==> src/rtl/encoder_quad_decoder.sv <==
// Rotary encoder front end: per-pin 2-flop sync, debounce with priming, edge pulses, step/dir.
// Define ENC_FULL_QUAD_EN for 4x quadrature decode with illegal-transition err; default is 1x.
module encoder_quad_decoder #(
  parameter int DB_CYCLES = 100000,
  parameter int CNT_W     = $clog2(DB_CYCLES) + 1
) (
  input  logic clk,
  input  logic rst_n,
  input  logic enc_a,
  input  logic enc_b,
  input  logic enc_btn,
  output logic enc_a_db,
  output logic enc_b_db,
  output logic enc_btn_db,
  output logic enc_a_rise,
  output logic enc_btn_press,
  output logic step,
  output logic dir,
  output logic err
);

  localparam logic [CNT_W-1:0] DB_LAST = CNT_W'(DB_CYCLES);
  localparam logic [CNT_W-1:0] ST_LAST = CNT_W'(DB_CYCLES - 1);

  // Pin index: 0 = A, 1 = B, 2 = button.
  logic [2:0]       raw;
  logic [2:0]       s1, s2, db, primed, acc, live;
  logic [CNT_W-1:0] cnt  [3];
  logic [CNT_W-1:0] stab [3];

  assign raw = {enc_btn, enc_b, enc_a};

  // acc marks the edge a new level was accepted; live says it was accepted while primed.
  always_ff @(posedge clk or negedge rst_n) begin
    if (!rst_n) begin
      s1     <= '0;
      s2     <= '0;
      db     <= '0;
      primed <= '0;
      acc    <= '0;
      live   <= '0;
      for (int i = 0; i < 3; i++) begin
        cnt[i]  <= '0;
        stab[i] <= '0;
      end
    end else begin
      s1 <= raw;
      s2 <= s1;
      for (int i = 0; i < 3; i++) begin
        acc[i]  <= 1'b0;
        live[i] <= 1'b0;
        if (s2[i] == db[i]) begin
          cnt[i] <= '0;
          if (!primed[i]) begin
            if (stab[i] == ST_LAST) primed[i] <= 1'b1;
            else                    stab[i]   <= stab[i] + 1'b1;
          end
        end else if (cnt[i] == DB_LAST) begin
          db[i]     <= s2[i];
          cnt[i]    <= '0;
          acc[i]    <= 1'b1;
          live[i]   <= primed[i];
          primed[i] <= 1'b1;
        end else begin
          cnt[i] <= cnt[i] + 1'b1;
        end
      end
    end
  end

  assign enc_a_db   = db[0];
  assign enc_b_db   = db[1];
  assign enc_btn_db = db[2];

`ifdef ENC_FULL_QUAD_EN
  logic [1:0] qs, cur;
  logic       hold_off, one_bit, err_r;
  logic       unused_ok;

  assign cur       = {db[0], db[1]};
  // A change from an unprimed acceptance must not produce step or err.
  assign hold_off  = (acc[0] & ~live[0]) | (acc[1] & ~live[1]);
  assign one_bit   = acc[0] ^ acc[1];
  assign unused_ok = acc[2];

  always_ff @(posedge clk or negedge rst_n) begin
    if (!rst_n) begin
      enc_a_rise    <= 1'b0;
      enc_btn_press <= 1'b0;
      step          <= 1'b0;
      dir           <= 1'b0;
      err_r         <= 1'b0;
      qs            <= 2'b00;
    end else begin
      enc_a_rise    <= live[0] & db[0];
      enc_btn_press <= live[2] & db[2];
      qs            <= cur;
      step          <= one_bit & ~hold_off;
      err_r         <= acc[0] & acc[1] & ~hold_off;
      // Up order 00->10->11->01: new A differs from previous B.
      dir           <= one_bit & ~hold_off & (cur[1] ^ qs[0]);
    end
  end

  assign err = err_r;
`else
  logic unused_ok;

  assign unused_ok = ^{acc, live[1]};

  always_ff @(posedge clk or negedge rst_n) begin
    if (!rst_n) begin
      enc_a_rise    <= 1'b0;
      enc_btn_press <= 1'b0;
      step          <= 1'b0;
      dir           <= 1'b0;
    end else begin
      enc_a_rise    <= live[0] & db[0];
      enc_btn_press <= live[2] & db[2];
      step          <= live[0] & db[0];
      dir           <= live[0] & db[0] & db[1];
    end
  end

  assign err = 1'b0;
`endif

endmodule

==> config.mk <==
export PLATFORM = sky130hd
export DESIGN_NAME = encoder_quad_decoder
export DESIGN_NICKNAME = d
export VERILOG_FILES = /design/src/rtl/encoder_quad_decoder.sv
export SDC_FILE = /design/constraint.sdc
export NUM_CORES = 1
export LEC_CHECK = 0
export ABC_AREA = 1
export BUFFER_PORTS_ARGS = -buffer_cell sky130_fd_sc_hd__buf_2
export CAP_MARGIN = 10
export CORE_MARGIN = 8
export CORE_UTILIZATION = 67
export CTS_BUF_LIST = sky130_fd_sc_hd__clkbuf_8
export DETAILED_ROUTE_END_ITERATION = 8
export PLACE_DENSITY_LB_ADDON = 0.08
export RECOVER_POWER = 25
export SLEW_MARGIN = 40
export SYNTH_ARGS = -nofsm -noshare
export SYNTH_HDL_FRONTEND = slang
export SYNTH_SLANG_ARGS = --single-unit
==> constraint.sdc <==
create_clock -name clk -period 3.18 [get_ports clk]
set_clock_uncertainty 0.2 [all_clocks]
set_input_delay 0.159 -clock clk [delete_from_list [all_inputs] [get_ports clk]]
set_output_delay 0.159 -clock clk [all_outputs]
set_load 0.1 [all_outputs]
==> results.cfg, run 1 <==
[placement]
portBuffers = 11
gp_congestion = 0.895
pre_cts_ws_ns = 1.07
placed_area_um2 = 5990
placed_cells = 882
dp_hpwl_um = 8350

[power_and_ir_drop]
p_clk_share_pct = 30.8
p_sw_share_pct = 28.8
leakage_nw = 2.77
ir_worst_vdd_mv = 0.257
comb_power_share_pct = 10.5
powerDensity_nw_per_um2 = 411
p_int_w = 0.00182
p_sw_w = 0.000734
pwr-share-seq_pct = 58.7

[global_routing]
busiest_layer = met2
grt_max_degree = 64
antenna_found_initial = 0
grt_overflow = 0
grt_usage_pct = 20.3
grtUsageMet3_pct = 3.11
grtUsageMet2_pct = 34.6
grt_pass1_vias = 4624
grt_first_pass_wirelength_um = 19800
use_met1_pct = 25.3

[synth]
ys_types = 26
netlist.top_cell.by_area = dfrtp_1
seq_area_frac_synth_pct = 45.4
netlist.area_leader.share_pct = 45.4
netlist_area_um2 = 5840
syn_inst = 770
synth_area_leaders = dfrtp_1 45%, nand2_1 14%, nor2_1 9.0%
synth_seq_cells = 106
synthesis.nets = 783
avgSynthCellArea_um2 = 7.59
yosys_warnings = 0

[route]
wirelength_um = 11300
dr.pass1.iters = 5
viasPerCell = 5.33
wire_per_inst_um = 12.5
vias = 4812
dr.first_iter.drc_count = 226
ant_nets = 0
drc = 0

[floorplan]
io_pins = 13
die_area_um2 = 12000
die_h_um = 109
die_x_um = 109
rows = 34
initial_utilization_pct = 68.0
core_area_um2 = 8590

[worst_setup_path]
crit_path_end_kind = flip-flop
cp_cell_sequence = ha_1 > nand3_2 > nor2_1 > nand2_1 > nand3_2 > inv_2 > nand2_1 > nand2_1
worstPathRequired_ns = 3.28
crit_top_cell = nand2_1
worstReg2RegEnd = stab[3]
critPathMaxStageDelay_ns = 0.45
crit_buf_inv = 1
crit_fanout = 22
r2r_slack_ns = 1.04
critPathLaunchType = flip-flop
cp_data_arrival_time_ns = 2.24
reg2reg_depth = 8
crit_family = simple AND/OR/NAND/NOR gates
cpMaxStageDelayCell = dfrtp_1
regToRegStartpoint = stab[0]
crit_type = reg2reg

[finish]
fin_cells = 902
multiInputGateArea_um2 = 2780
num-fill-cells = 698
layout_common_cells = 218 x nand2_1, 140 x nor2_1, 106 x dfrtp_1, 82 x inv_1, 56 x nand3_1
layout_commonest_cell = nand2_1
regArea_um2 = 2650
stdcell_area_um2 = 6210
drive_above_1_share_pct = 6.93
area_delta_synth_final_pct = 6.26
n_antenna_cell = 0
fin_nets = 802

[run_status]
violations = capacitance limit, slew limit
outcome = complete, but fails checks

[sta]
setup_ws_ns = 1.04
fmax_ghz = 0.468
finalMaxSlewViolations = 63
slew_headroom_pct = -4.38
rsz0062_at_grt = false
hold_violations = 0
worstMarginPinSlew_ns = 1.57
fin_setup_tns_ns = 0
holdWs_ns = 0.156
finalCritPeriodShare_pct = 67.3
final.min_clock_period_ns = 2.14
setup_violations = 0

[clock_tree]
numCtsBuffers = 9
h-tree-depth = 3
tritoncts = done
clock_sinks = 106
cts_buffer_depth = 2
worstSkewPairLatency_ns = 0.37
clkTransAtPathRegs_ns = 0.10
clockRootBuffer = clkbuf_8

[hold_path]
whs_path_depth = 0
min_to = s2[2]
hold_path_class = reg2reg
hold_start = s1[2]

[run]
drv_cap = 1
-- worst reg2reg max path, cell delays in order (launching register included) --
cell     delay, ns
dfrtp_1       0.45
ha_1          0.26
nand3_2       0.11
nor2_1        0.06
nand2_1       0.13
nand3_2       0.37
inv_2         0.34
nand2_1       0.09
nand2_1       0.07
-- layout make-up --
cell class                 instances  area share (%)
timing repair buffer              18            2.08
sequential                       106            42.7
multi-input combinational        566            44.7
inverter                          88            5.32
clock inverter                     7           0.968
clock buffer                       9            2.00
tap                              108            2.18
-- kinds of logic (layout without fill, tap and decap cells) --
family | count (synthesis) | after routing | synth area share, %
buf+inv | 98 | 122 | 7.07
xor+xnor | 62 | 62 | 9.43
other cells | 1 | 1 | 0.0642
flops | 106 | 106 | 45.4
simple gates | 476 | 476 | 34.7
fa+ha+maj | 8 | 8 | 1.71
compound gates | 19 | 19 | 1.63
-- synthesized netlist by cell type --
master and count:
nand3b_1 3, nand2_1 218, nor2_2 10, conb_1 1, nor2_1 140, nor3_1 16
nand3_1 56, dfrtp_1 106, buf_6 4, nand4_1 22, o21ai_0 8, xor2_1 44
inv_1 82, nand3_2 5, clkinv_1 1, buf_4 4, xnor2_1 17, nor4_1 1
nor3_2 3, xnor2_2 1, ha_1 8, clkbuf_1 2, inv_2 5, or2_2 2
o21ai_1 7, a21oi_1 4
-- per-stage QoR --
stage,util (%),power [W]
floorplan,-,0.00171
finish,72.2,0.00255
global route,72.2,0.00268
CTS,72.3,0.00258
global placement,69.7,0.00178
detailed placement,69.7,0.00179
-- how the worst max path moves through the flow --
stage | startpoint | end | cells past startpoint
CTS | stab[0] | stab[3] | 8
global placement | stab[0] | stab[3] | 8
finish | stab[0] | stab[3] | 8
detailed placement | stab[0] | stab[3] | 8
global route | stab[0] | stab[3] | 8
floorplan | db[0] | stab[44] | 6
-- metal layers --
metal	part of all wire, %	vias to the layer above
met5	0	-
met4	1.7	0
met3	3.6	19
met2	49	111
met1	46	2257
li1	-	2425
-- state kept, by name, indices dropped and copies added, names as in the netlist --
signal	cells
cnt	54
db	3
dir	1
enc_btn_press	1
live	2
primed	2
s1	3
s2	3
stab	36
step	1
-- power by group through the flow --
stage | clock [W] | sequential, W | combinational [W]
2_1_floorplan | 0 | 0.00151 | 0.000206
3_3_place_gp | 0 | 0.00152 | 0.000257
3_5_place_dp | 0 | 0.00152 | 0.000269
4_1_cts | 0.000814 | 0.00150 | 0.000270
5_1_grt | 0.000862 | 0.00151 | 0.000309
6_report | 0.000785 | 0.00150 | 0.000267
-- timing repair --
item | 4_1_cts | 5_1_grt
endpoints found under the hold margin | 65 | 0
gates resized for setup | 0 | 0
hold buffers | 4 | 0
buffers inserted | 0 | 0
Note: power is estimated with default switching activity, not from simulation.
==> run 2, diff against run 1 <==
ABC_AREA = 0   (was 1)
CORE_UTILIZATION = 58   (was 67)
clock period = 1.85 ns   (was 3.18 ns; I/O delays follow)
==> run 2 against run 1 <==
The flow finishes with violations (setup timing). Sequential power increased by 73%. Count of clock-buffer cells in the layout unchanged. Die area fell by 0.21%. Clock power up 81%. Synthesized area shrank 14%. Worst setup slack worse by 1.1 ns. Critical path type unchanged. Critical endpoint is now stab[2].
==> results.cfg, run 2 <==
[synth]
synth_area_leaders = dfrtp_1 53%, xor2_1 8.9%, xnor2_1 6.1%
ys_top_cells_by_count = 106 x dfrtp_1, 62 x nor2_1, 51 x xor2_1
netlist_area_um2 = 5040
netlist.area_leader.share_pct = 52.6
synth_edf_count = 0
avgSynthCellArea_um2 = 10.8
yosys_warnings = 0
netlist.top_cell.by_area = dfrtp_1
synthArstFlopShare_pct = 100
seq_area_frac_synth_pct = 52.6
synthFlopType = dfrtp_1
syn_inst = 467
synthesis.nets = 480
ys_types = 40
synth_seq_cells = 106
yosysMostFrequentCell = dfrtp_1

[floorplan]
die_x_um = 109
initial_utilization_pct = 58.7
io_pins = 13
rows = 34
die_area_um2 = 11900
core_area_um2 = 8590
die_h_um = 109

[worst_setup_path]
r2r_slack_ns = -0.04
cp_data_arrival_time_ns = 1.96
reg2reg_depth = 6
crit_fanout = 4
regToRegStartpoint = stab[0]
crit_type = reg2reg
crit_path_start = stab[0]
critPathLaunchType = flip-flop
crit_path_end_kind = flip-flop
worstPathRequired_ns = 1.91
worstReg2RegEnd = stab[2]
endpoint = stab[2]

[clock_tree]
numCtsBuffers = 9
clkTransAtPathRegs_ns = 0.12
tritoncts = done
worstSkewPairLatency_ns = 0.38
clockRootBuffer = clkbuf_8
clock_sinks = 106
h-tree-depth = 3
cts_buffer_depth = 2

[sta]
rsz0062_at_grt = true
hold_violations = 0
final.min_clock_period_ns = 1.89
setup_violations = 33
finalCritPeriodShare_pct = 102
fmax_ghz = 0.529
worstMarginPinSlew_ns = 0.932
finalMaxSlewViolations = 0
slew_headroom_pct = 37.8
setup_ws_ns = -0.0417

[placement]
placed_cells = 623
portBuffers = 11
gp_congestion = 0.812
pre_cts_ws_ns = -0.100
dp_hpwl_um = 6460
placed_area_um2 = 5560

[route]
ant_nets = 0
vias = 3653
wirelength_um = 10200
wire_per_inst_um = 15.4
drc = 0
dr.pass1.iters = 4
dr.first_iter.drc_count = 131
viasPerCell = 5.53

[run]
drv_cap = 0

[finish]
fin_cells = 660
area_delta_synth_final_pct = 28.7
n_antenna_cell = 0
fin_nets = 560
drive_above_1_share_pct = 33.5
top_regs = cnt x54, stab x36
utilization_pct = 75.6
layout_common_cells = 100 x dfrtp_1, 49 x buf_4, 47 x xor2_1, 40 x nor2_1, 33 x xnor2_1
regMostFlops = cnt
largest_register_ff_count = 54
layout_commonest_cell = dfrtp_1
stdcell_area_um2 = 6490

[power_and_ir_drop]
p_sw_w = 0.00133
comb_power_share_pct = 13.8
pwr-share-seq_pct = 55.6
p_sw_share_pct = 28.6
p_clk_share_pct = 30.6
leakage_nw = 2.90
ir_worst_vdd_mv = 0.620
finalPower_w = 0.00466
p_int_w = 0.00332
powerDensity_nw_per_um2 = 717

[run_status]
violations = setup timing
outcome = complete, but fails checks

[global_routing]
grt_pass1_vias = 3518
grt_first_pass_wirelength_um = 16200
grt_max_degree = 46
grt_usage_pct = 16.9
grt_overflow = 0
antenna_found_initial = 0

[hold_path]
hold_path_class = in2reg
[run 2: cell count changes in the layout (fill, tap and decap cells not counted), sizes merged, moves of 17 or more]
| cell | before | now |
|---|---|---|
| and3 | 0 | 19 |
| buf | 12 | 69 |
| inv | 90 | 16 |
| nand2 | 218 | 26 |
| nand3 | 61 | 37 |
| nor2 | 150 | 72 |
| xnor2 | 18 | 35 |
[run 2: routing by layer]
layer / vias to the layer above / global-route usage, % / routed length, um / part of all wire (%)
li1: 1751 / - / - / -
met5: - / 0 / 0 / 0
met1: 1846 / 22.7 / 4710 / 46
met3: 8 / 3.55 / 238 / 2.3
met2: 48 / 27.1 / 5140 / 50
met4: 0 / 4.63 / 103 / 1.0
[run 2: critical path, cell delays in order, from the launching register on]
cell and delay, ns:
dfrtp_1 0.40, ha_2 0.21, nand4_1 0.14, nor4_1 0.25, nand4_1 0.22, and3_1 0.23
xor2_1 0.14
[run 2: kinds of logic after synthesis]
kind of cell               Yosys count  synth area share, %
DFF                                106                 52.6
muxes                                5                 1.12
buffers and inverters               23                 2.78
and+or+nand+nor                    231                 25.6
AOI/OAI and AO/OA                    7                0.943
other                                1               0.0744
xor gates and xnor gates            86                 14.9
adders and majority gates            8                 1.98
[run 2: power by group through the flow]
stage	combinational (W)	sequential (W)	clock [W]
after floorplan	0.000306	0.00261	0
after global placement	0.000470	0.00262	0
after detailed placement	0.000487	0.00263	0
after CTS	0.000505	0.00258	0.00147
after global routing	0.000719	0.00261	0.00157
final	0.000643	0.00259	0.00142
[run 2: worst min-delay path by stage]
stage	from	slack, ns	cells past startpoint	end
after floorplan	rst_n	-0.40	0	cnt[0]
after global placement	rst_n	-0.12	1	stab[43]
after detailed placement	rst_n	-0.12	1	stab[41]
after CTS	rst_n	0.02	2	stab[51]
after global routing	enc_btn	0.13	2	s1[2]
final	enc_btn	0.15	2	s1[2]
[run 2: final cells by class]
type | instances | area [um2]
tap | 108 | 135
fill | 585 | 2100
clock buffer | 9 | 124
sequential | 106 | 2670
inverter | 13 | 48.8
multi-input combinational | 338 | 2700
clock inverter | 7 | 80.1
timing repair buffer | 79 | 743
[run 2: what timing repair did]
action | 4_1_cts | 5_1_grt
pin swaps | 4 | 44
gates cloned | 0 | 6
hold buffers | 4 | 0
hold endpoints to repair | 109 | 0
buffers inserted | 2 | 10
setup endpoints to repair | 66 | 89
resized for setup | 13 | 93
[run 2: through the flow]
| step | TNS, ns | hold slack (ns) |
|---|---|---|
| after global routing | -6.19 | 0.129 |
| after CTS | -1.36 | 0.0200 |
| final | -0.507 | 0.147 |
| after detailed placement | -3.41 | -0.119 |
| after global placement | -1.09 | -0.117 |
| after floorplan | -0.0289 | -0.403 |
